<file path="src/rtl/sha256_msg_padder.sv">
// SHA-256 message padder.
// Accepts a message as a byte stream and produces padded 512-bit blocks:
// message bytes, a 0x80 marker, zero fill, and the 64-bit message bit length.
// Blocks are offered on a valid/ready handshake, and the final block of each
// message is flagged.
module sha256_msg_padder (
    input  logic         clk,
    input  logic         reset,
    input  logic         in_valid,
    input  logic [7:0]   in_data,
    input  logic         in_last,
    output logic         in_ready,
    output logic [511:0] block,
    output logic         block_valid,
    output logic         block_last,
    input  logic         block_ready
);

    typedef enum logic [1:0] {
        FILL = 2'd0,
        PAD  = 2'd1,
        LEN  = 2'd2,
        EMIT = 2'd3
    } state_t;

    state_t       state_reg;
    logic [7:0]   buf_reg [0:63];
    logic [5:0]   pos_reg;
    logic [60:0]  bytecnt_reg;
    logic         pad_pend_reg;
    logic         len_pend_reg;
    logic         last_flag_reg;
    logic         block_valid_reg;
    logic [63:0]  len_bits;

    // Bit length of the message so far, mod 2^64.
    assign len_bits = {bytecnt_reg, 3'b000};

    // Bytes are only taken while filling; held low throughout reset.
    assign in_ready    = (state_reg == FILL) && !reset;
    assign block_valid = block_valid_reg;
    // last_flag does not change while a block is offered, so it can drive
    // block_last directly.
    assign block_last  = last_flag_reg;

    // Byte 0 of the buffer is the most significant byte of the block.
    generate
        for (genvar gi = 0; gi < 64; gi++) begin : g_block_bytes
            assign block[511 - 8*gi -: 8] = buf_reg[gi];
        end
    endgenerate

    // Padding sequencer: fill, append the marker and length, then hand out the block.
    always_ff @(posedge clk or posedge reset) begin
        if (reset) begin
            state_reg       <= FILL;
            pos_reg         <= 6'd0;
            bytecnt_reg     <= 61'd0;
            pad_pend_reg    <= 1'b0;
            len_pend_reg    <= 1'b0;
            last_flag_reg   <= 1'b0;
            block_valid_reg <= 1'b0;
            for (int i = 0; i < 64; i++) begin
                buf_reg[i] <= 8'h00;
            end
        end else begin
            case (state_reg)
                FILL: begin
                    if (in_valid) begin
                        buf_reg[pos_reg] <= in_data;
                        pos_reg          <= pos_reg + 6'd1;
                        bytecnt_reg      <= bytecnt_reg + 61'd1;
                        if (pos_reg == 6'd63) begin
                            // Full block; a final byte here means the
                            // marker and length need a block of their own.
                            state_reg       <= EMIT;
                            block_valid_reg <= 1'b1;
                            last_flag_reg   <= 1'b0;
                            pad_pend_reg    <= in_last;
                        end else if (in_last) begin
                            state_reg <= PAD;
                        end
                    end
                end

                PAD: begin
                    buf_reg[pos_reg] <= 8'h80;
                    if (pos_reg <= 6'd55) begin
                        // Length field fits behind the marker.
                        for (int k = 56; k < 64; k++) begin
                            buf_reg[k] <= len_bits[8*(63-k) +: 8];
                        end
                        last_flag_reg <= 1'b1;
                    end else begin
                        // No room for the length; it goes into an extra block.
                        last_flag_reg <= 1'b0;
                        len_pend_reg  <= 1'b1;
                    end
                    state_reg       <= EMIT;
                    block_valid_reg <= 1'b1;
                end

                LEN: begin
                    for (int k = 56; k < 64; k++) begin
                        buf_reg[k] <= len_bits[8*(63-k) +: 8];
                    end
                    last_flag_reg   <= 1'b1;
                    len_pend_reg    <= 1'b0;
                    state_reg       <= EMIT;
                    block_valid_reg <= 1'b1;
                end

                EMIT: begin
                    if (block_ready) begin
                        // The clear provides all zero fill of later blocks.
                        for (int i = 0; i < 64; i++) begin
                            buf_reg[i] <= 8'h00;
                        end
                        pos_reg         <= 6'd0;
                        block_valid_reg <= 1'b0;
                        if (pad_pend_reg) begin
                            state_reg    <= PAD;
                            pad_pend_reg <= 1'b0;
                        end else if (len_pend_reg) begin
                            state_reg <= LEN;
                        end else begin
                            state_reg <= FILL;
                        end
                        if (last_flag_reg) begin
                            bytecnt_reg   <= 61'd0;
                            last_flag_reg <= 1'b0;
                        end
                    end
                end

                default: state_reg <= FILL;
            endcase
        end
    end

endmodule

</file>
<file path="config.mk">
export PLATFORM = sky130hd
export DESIGN_NAME = sha256_msg_padder
export DESIGN_NICKNAME = d
export VERILOG_FILES = /design/src/rtl/sha256_msg_padder.sv
export SDC_FILE = /design/constraint.sdc
export NUM_CORES = 1
export LEC_CHECK = 0
export CORE_MARGIN = 10
export CORE_UTILIZATION = 43
export CTS_BUF_LIST = sky130_fd_sc_hd__clkbuf_16
export DETAILED_ROUTE_END_ITERATION = 16
export PLACE_DENSITY = 0.72
export SLEW_MARGIN = 20
export SYNTH_ARGS = -nofsm -noshare
export SYNTH_HDL_FRONTEND = slang
export SYNTH_SLANG_ARGS = --single-unit
</file>
<file path="constraint.sdc">
create_clock -name clk -period 26.5 [get_ports clk]
set_clock_uncertainty 0.2 [all_clocks]
set_input_delay 5.3 -clock clk [delete_from_list [all_inputs] [get_ports clk]]
set_output_delay 5.3 -clock clk [all_outputs]
set_load 0.01 [all_outputs]
</file>
==> run summary <==
Share of post-route cells with drive strength above 1: 0.08108
Synth Register Bits: 585
Worst-Skew Late Latency: 630 ps
Starting Density: 0.4374
Worst-Margin Slew: 1125 ps
Asr flop ratio synth: 1.000
Post-cts resize count: 0
Post-Route WL: 96950 um
Min Hold Slack: 292.0 ps
Ant. Diodes: 0
Mapped cell area: 0.02480 mm2
Final Instance Count excl. Fillers: 3420
Post-CTS Setup Bufs: 0
Ports: 528
Congestion Overflow GR: 0
GP Congestion: 0.8873
Crit path largest cell delay: 560 ps
Worst-path maximum fanout: 2
Top cell type's share of synthesized area: 0.5902
Die Area: 0.06769 mm2
Placed cells: 3308
Synth Instances: 2167
Setup tns final: 0 ps
Critical path data arrival time: 6550 ps
Seq/Total Area, Yosys: 0.5902
Fin crit period: 12050 ps
H-tree lvl count: 2
Vias per cell: 6.338
Reg clk slew, reported paths: 60 ps
CP most frequent cell: clkdlybuf4s50_1
Largest net degree at the start of global routing: 132
Fmax: 82.99 MHz
Max-slew violations: 0
Slew margin rel.: 0.2502
# rows: 87
Finished Core Util: 0.5744
Commonest cells after routing, fill and taps aside: 585 x dfrtp_1, 526 x clkdlybuf4s50_1, 397 x a22o_1, 205 x a21oi_1, 191 x o21ai_0
Status: finished clean
CTS Buf Count: 59
Vias after detailed routing: 21.68k
WL/cell: 28.35 um
Area leader, netlist: dfrtp_1
Synth cell types: 62
Horiz. Die Dim: 260.2 um
TritonRoute pass-1 iters: 5
Synth Flop Type: dfrtp_1
First-pass GRT wire length: 143200 um
Gr usage total: 0.2750
Core area: 0.05671 mm2
Vias in the first global route: 21.36k
Initial antenna violation count: 2
WP data required: 21000 ps
Most common cell after layout, fill and taps aside: dfrtp_1
CTS Root Cell: clkbuf_16
Startpoint types: input pin
Max Buffers Root-to-Sink: 3
Unrepaired setup endpoints after global routing: false
Initial DRC count: 2591
IO buf count: 527
MaxCap Viol Count: 0
VDD IR max: 60.92 uV
Pwr dens: 91.75 mW/mm2
Worst path slowest cell: clkdlybuf4s50_1
Yosys Warn Count: 0
Crit Path Category: in -> out
Leakage: 0.01400 uW
Die Y: 260.2 um
Fillers: 4576
Mapped Nets: 2187
Sequential Area: 0.01464 mm2
TritonCTS clock tree: yes
Final setup viols: 0
Multi-input gate area: 0.009450 mm2
Hold Vio Cnt, Final: 0
Cts hold-fix bufs: 0
Post-DP HPWL: 63420 um
Area contributors post-synth: dfrtp_1 59%, a22o_1 14%, a21oi_1 4.1%
Post-route ant nets: 0
Cell Chain, Critical Path: clkdlybuf4s50_1, nor2b_1, clkdlybuf4s50_1
Number of synthesized flops with an enable pin: 0
Crit path capture type: output port
# clock sinks: 585
Fin crit share: 0.4547
Syn avg cell area: 11.45 um2
Final #Nets: 2635
DR DRC count: 0
Worst Hold Class: reg -> reg
Layout area overhead: 31.34%
==> metal layers <==
layer / track usage / part of all wire / vias up / wire length, um
met2: 0.4395 / 0.47 / 1201 / 45280
met4: 0.1032 / 0.041 / 0 / 3929
met1: 0.3629 / 0.40 / 11140 / 38840
met5: 0 / 0 / - / 0
met3: 0.05811 / 0.092 / 199 / 8907
li1: - / - / 9137 / -
==> worst paths after layout <==
path / start / endpoint / slack (ps) / depth (start not counted)
setup / recovery: reset / in_ready / 14450 / 3
hold / removal: block_valid / block_valid / 290 / 2
setup reg to reg: state_reg[0] / bytecnt_reg[47] / 22730 / 7
hold reg to reg: block_valid / block_valid / 290 / 2
max in group asynchronous: reset / async pin / 18850 / 5
min in group asynchronous: reset / async pin / 5110 / 2
==> cell type report <==
cell class / instances / area share
Tap cell: 756 / 0.02904
Clock inverter: 50 / 0.01175
Multi-Input combinational cell: 1386 / 0.2901
Clock buffer: 60 / 0.04609
Inverter: 18 / 0.002304
Sequential cell: 585 / 0.4494
Timing Repair Buffer: 565 / 0.1714
==> stage by stage <==
stage                     instance area, um2  total power, uW  setup WS [ps]
after floorplan                        24800             1655           4630
after global placement                 30630             2136          14410
after detailed placement               30650             2160          14460
after CTS                              32530             2989          14460
after global routing                   32580             3116          14420
final                                  32580             2989          14450
==> cell families (layout without fill, tap and decap cells) <==
kind of cell / count (synthesis) / after routing / share of synthesized area
AO/OA/AOI/OAI: 981 / 981 / 0.2739
adder cells (fa/ha/maj): 7 / 7 / 0.003531
XOR/XNOR: 23 / 23 / 0.008122
flip-flops: 585 / 585 / 0.5902
AND/OR/NAND/NOR: 366 / 366 / 0.08883
multiplexers: 9 / 9 / 0.003934
buffers and inverters: 196 / 693 / 0.03153
==> where the power goes <==
| part | switching [uW] | internal, uW |
|---|---|---|
| Clock | 368 | 459 |
| Combinational | 781 | 321 |
| Sequential | 78.7 | 981 |
==> critical path: cells and delay by family <==
family,cells,cell delay (ps)
buffers and inverters,2,1080
and+or+nand+nor,1,170
==> cells in the mapped netlist, drive strengths merged, types with 7 or more instances <==
cell type    n
a21boi       8
a21oi      205
a22o       397
a2bb2oi     17
and2        27
and3         8
buf         34
clkbuf     144
dfrtp      585
ha           7
inv         17
nand2       55
nand3       29
nand3b       8
nand4       23
nor2        90
nor3        54
o21ai      249
o22a        30
o31ai       46
or3         12
or4         25
xnor2        8
xor2        15
No activity file was read; power rests on OpenSTA's default activity.
